### config.mk
export PLATFORM = sky130hd
export DESIGN_NAME = visitor_occupancy_tracker
export DESIGN_NICKNAME = d
export VERILOG_FILES = /design/src/rtl/visitor_occupancy_tracker.sv
export SDC_FILE = /design/constraint.sdc
export NUM_CORES = 1
export LEC_CHECK = 0
export ABC_AREA = 1
export BUFFER_PORTS_ARGS = -buffer_cell sky130_fd_sc_hd__buf_2
export CORE_MARGIN = 5
export CORE_UTILIZATION = 45
export CTS_BUF_LIST = sky130_fd_sc_hd__clkbuf_16
export CTS_CLUSTER_SIZE = 25
export DETAILED_ROUTE_END_ITERATION = 12
export GPL_ROUTABILITY_DRIVEN = 0
export PLACE_DENSITY = 0.74
export SLEW_MARGIN = 20
export SYNTH_ARGS = -nofsm -noshare
export SYNTH_HDL_FRONTEND = slang
export SYNTH_SLANG_ARGS = --single-unit
### constraint.sdc
create_clock -name clk -period 2.1 [get_ports clk]
set_clock_uncertainty 0.2 [all_clocks]
set_input_delay 0.315 -clock clk [delete_from_list [all_inputs] [get_ports clk]]
set_output_delay 0.315 -clock clk [all_outputs]
set_load 0.01 [all_outputs]
### src/rtl/visitor_occupancy_tracker.sv
// visitor_occupancy_tracker: two-beam entry/exit sequencer driving an external 4-bit adder for a saturating occupancy count
module visitor_occupancy_tracker #(
  parameter int CAP = 15,
  parameter int TIMEOUT = 255
) (
  input  logic       clk,
  input  logic       rst_n,
  input  logic       sensor_out,
  input  logic       sensor_in,
  output logic [3:0] add_a,
  output logic [3:0] add_b,
  input  logic [3:0] add_s,
  input  logic       add_cout,
  output logic [3:0] count,
  output logic       empty,
  output logic       full,
  output logic       entry_pulse,
  output logic       exit_pulse,
  output logic       err_pulse
);
  typedef enum logic [1:0] {IDLE, ARM_ENTRY, ARM_EXIT, WAIT_CLEAR} state_t;
  state_t state;
  logic [1:0] out_sync, in_sync;
  logic out_prev, in_prev, out_rise, in_rise, timeout;
  logic entry_go, exit_go, entry_ok, exit_ok;
  logic [7:0] timer;
  assign out_rise = out_sync[1] & ~out_prev;
  assign in_rise = in_sync[1] & ~in_prev;
  // the timer reaches TIMEOUT at the closing edge of this cycle
  assign timeout = timer == 8'(TIMEOUT - 1);
  assign entry_go = state == ARM_ENTRY && in_rise;
  assign exit_go = state == ARM_EXIT && out_rise;
  assign add_a = count;
  assign add_b = entry_go && count != 4'(CAP) ? 4'h1 : exit_go && count != 4'h0 ? 4'hF : 4'h0;
  assign entry_ok = entry_go && count != 4'(CAP) && !add_cout;
  assign exit_ok = exit_go && count != 4'h0;
  assign empty = count == 4'h0;
  assign full = count == 4'(CAP);
  always_ff @(posedge clk) begin
    if (!rst_n) begin
      state <= IDLE;
      out_sync <= 2'b00;
      in_sync <= 2'b00;
      out_prev <= 1'b0;
      in_prev <= 1'b0;
      timer <= 8'd0;
      count <= 4'h0;
      entry_pulse <= 1'b0;
      exit_pulse <= 1'b0;
      err_pulse <= 1'b0;
    end else begin
      out_sync <= {out_sync[0], sensor_out};
      in_sync <= {in_sync[0], sensor_in};
      out_prev <= out_sync[1];
      in_prev <= in_sync[1];
      entry_pulse <= entry_ok;
      exit_pulse <= exit_ok;
      err_pulse <= 1'b0;
      timer <= timer + 8'd1;
      if (entry_ok || exit_ok) count <= add_s;
      case (state)
        IDLE: begin
          timer <= 8'd0;
          if (out_rise && in_rise) begin
            err_pulse <= 1'b1;
            state <= WAIT_CLEAR;
          end else if (out_rise) state <= ARM_ENTRY;
          else if (in_rise) state <= ARM_EXIT;
        end
        ARM_ENTRY, ARM_EXIT: begin
          // a partner edge takes priority over an expiring timer
          if (entry_go || exit_go) begin
            err_pulse <= !(entry_ok || exit_ok);
            state <= WAIT_CLEAR;
          end else if (timeout) begin
            err_pulse <= 1'b1;
            state <= WAIT_CLEAR;
          end
        end
        WAIT_CLEAR: begin
          timer <= 8'd0;
          if (!out_sync[1] && !in_sync[1]) state <= IDLE;
        end
        default: state <= IDLE;
      endcase
    end
  end
endmodule
==> results.txt <==
The run finished with clean final reports. The number of slew-limit violations in the final report is 0, and the total vias in the final route is 936. Internal power of the cells: 0.8526 mW. For the number of instances resized during post-cts repair, the log shows 0.

The met2 demand-to-capacity share in global routing is 21.68%. The pin count of the biggest net entering global routing came out at 14. For the finished layout, the period the worst path requires is 1931 ps. The die covers 0.003522 mm2. The number of port buffers works out to 25. TritonCTS created 3 clock buffers. The clock passes through at most 2 buffers.

The detailed placer's ending HPWL came out at 1.585 mm. In this run the cell area of the synthesized design comes to 0.001096 mm2. The first global-routing pass estimated 3.525 mm of wire. The tools report the total chip power as 1.240 mW.

The first routing iteration left 39 violations. Clock-pin slew was measured on the worst setup and hold paths at 60 ps. The met1 track demand over resource in global routing is 15.96%, and the net count reported at finish is 189. Per report_power, the clock group accounts for 32.7% of the total.

At the end of the flow the core is filled with cells to 56.73%. The antenna diode instance count came out at 0. The count of endpoints failing hold in the final timing report is 0. Setup repair after global routing left no endpoint under its margin. Post-synth net total: 166. Part of the total power dissipated in combinational logic: 26.6%.

Max-cap violations in this run came to 0. Counting flops and latches in the post-synthesis netlist gives 23. The switching component of the power is 0.3871 mW, and the vertical die dimension is 59.35 um. After detailed routing, the average wire length per cell comes to 9.935 um.

Endpoint class of the critical path: a primary output. Using the TritonRoute via totals, the vias-per-cell ratio works out to 4.657. After filler insertion, the fill cell instance count of the layout stands at 211. The first TritonRoute pass finished after 4 iterations. Slew at the pin closest to its max-slew limit: 236.8 ps. In this run the worst hold path is classified as input pin to flip-flop. Of the cells placed in the final design, the portion with a size suffix greater than 1 is 21.97%. For the residual antenna-violating net count after detailed routing, the log shows 0. After floorplanning, the core was sized to cover 0.002276 mm2. At the later pin of the worst-skew pair, clock insertion delay measures 250 ps. In this run the static leakage power is 0.6993 nW.

The run gives 42.01% as the sequential area share after synthesis. In this run, post-CTS hold repair placed 0 buffers. Share of the clock period used by the worst path after layout: 91.96%.

The average instance in the mapped netlist occupies 7.259 um2. The sum of buffers and inverters on the critical path was 3. Setup violations remaining at the end of the flow were counted as 0. The largest fanout on the critical path was 4. Delay of the slowest critical-path stage: 380 ps.

For the highest clock rate, the log shows 517.8 MHz. Number of setup buffers added after CTS: 0. For this design, the slowest cell found on the critical path is dfxtp_1. Grouping stages by cell kind, the critical path spends the most delay in flip-flops. TritonCTS built the clock tree. The via count of the first global-routing pass is 869. By startpoint and endpoint, the worst setup path is classified as flip-flop to primary output. The total grt overflow is 0, and the worst slack after detailed placement is 417.3 ps. For the relative slew slack, the log shows 84.21%. In this run the clock root is driven by a clkbuf_16.

The initial utilization of the core area, before any placement, comes to 48.16%. The cell seen most often among critical-path stages is inv_1. STA classifies the critical path startpoint as a flip-flop.

Summed over all failing endpoints, the final setup total negative slack is 0 ps. Global routing used 13.00% of the available tracks. The routing usage on met3 was 3.268%; the final critical-path setup slack was 168.9 ps. At the worst endpoint, the arrival time is 1420 ps. In this run the power density over the cells is 960.1 mW/mm2.

26 I/O pins were placed. The layer flagged by global routing as most heavily used is met2. Compared with the post-synthesis result, the final layout area differs by 17.81%. The run gives 17 as the number of rows created at floorplan. In this run switching power makes up 31.23% of total power. The data required time of the worst path is 1580 ps, and the number of instances in the synthesized netlist is 151. The share of total power dissipated in sequential elements is 40.7%. The width of the chip works out to 59.35 um. After detailed routing, the total wire length is 1.997 mm.

The tools report the post-detailed-route DRC marker count as 0. The run gives 0 as the initial antenna violation count. VDD sags by at most 0.5981 mV. For the H-tree depth, the log shows 1. The Yosys step of the flow raised 0 warnings.

The run gives 23 as the CTS sink count. Walking the worst path, the cells encountered are inv_1, ha_1, nand3_1, inv_1, nand2_1, o21ai_0, buf_2. The run gives 21 as the number of distinct library cells after synthesis.
[flip-flops by register name, indices dropped and copies added, names as in the netlist]
name / flops
timer: 8
add_a: 4
in_sync: 2
out_sync: 2
state: 2
entry_pulse: 1
err_pulse: 1
exit_pulse: 1
in_prev: 1
out_prev: 1
[power by group through the flow]
stage	Sequential, mW	Combinational (mW)	Clock (mW)
floorplan	0.508	0.264	0
CTS	0.504	0.330	0.413
global route	0.512	0.378	0.435
detailed placement	0.514	0.323	0
finish	0.505	0.330	0.405
global placement	0.510	0.316	0
[cell type report]
cell class                      count  area (um2)  area share, %
Inverter                           29       108.9          8.430
Multi-Input combinational cell     92       481.7          37.31
Timing Repair Buffer               25       125.1          9.690
Sequential cell                    23       460.4          35.66
Clock inverter                      1       5.005         0.3876
Clock buffer                        3       75.07          5.814
Tap cell                           28       35.03          2.713
[path summary, 6_finish.rpt]
kind	start	end	slack, ps	cells past startpoint
hold reg to reg	out_sync[0]	out_sync[1]	210	2
setup / recovery	state[0]	add_b[0]	170	7
setup reg to reg	state[0]	add_a[2]	460	8
hold / removal	sensor_in	in_sync[0]	40	3
[per-layer routing]
metal	up-vias	share of wire, %
li1	498	-
met1	413	45
met2	21	49
met3	4	4.5
met4	0	1.5
met5	-	0
[worst register-to-register path: stages, from the launching register on]
cell     delay (ps)
dfxtp_1         380
inv_1            80
ha_1            200
nand3_1         100
inv_1            50
nand2_1         120
nand2_1         160
o21ai_0         210
nor2_1           50
[cells in the final DEF (no fill, tap or decap)]
cell type  instances
inv_1             27
nand2_1           26
buf_2             25
nor2_1            23
dfxtp_1           23
nand3_1           11
o21ai_0            8
a21oi_1            6
ha_1               6
clkbuf_16          3
inv_2              2
nor3_2             2
a21oi_2            1
nor2_2             1
and3_2             1
or2_4              1
nor2_4             1
and3_1             1
xor2_1             1
xnor2_1            1
nor3_1             1
o22ai_1            1
clkinv_2           1
[cell usage after synthesis]
library cell,count,area [um2]
nor3_1,1,5.000
inv_2,2,7.510
buf_4,6,45.04
nand3_1,11,55.05
and3_1,1,6.260
nor2_1,23,86.33
xnor2_1,1,8.760
clkbuf_1,1,3.750
inv_1,27,101.4
ha_1,6,75.07
nor2_4,1,11.26
and3_2,1,7.510
or2_4,1,8.760
o22ai_1,1,6.260
nand2_1,26,97.59
o21ai_0,8,40.04
dfxtp_1,23,460.4
nor2_2,1,6.260
xor2_1,1,8.760
nor3_2,2,20.02
a21oi_1,7,35.03
[stage by stage]
stage | instances | area, um2 | hold slack [ps]
floorplan | 151 | 1096 | 190.5
global placement | 197 | 1207 | 191.4
detailed placement | 197 | 1207 | 200.2
CTS | 201 | 1287 | 40.71
global route | 201 | 1291 | 65.80
finish | 201 | 1291 | 40.22
[logic make-up (layout without fill, tap and decap cells)]
| group | after synthesis | count (layout) | synth area share (%) |
|---|---|---|---|
| buffers and inverters | 36 | 58 | 14.38 |
| AND/OR/NAND/NOR | 68 | 68 | 27.74 |
| AO/OA/AOI/OAI | 16 | 16 | 7.420 |
| XOR/XNOR | 2 | 2 | 1.598 |
| adder cells (fa/ha/maj) | 6 | 6 | 6.849 |
| flip-flops | 23 | 23 | 42.01 |
No activity file was read; power rests on OpenSTA's default activity.
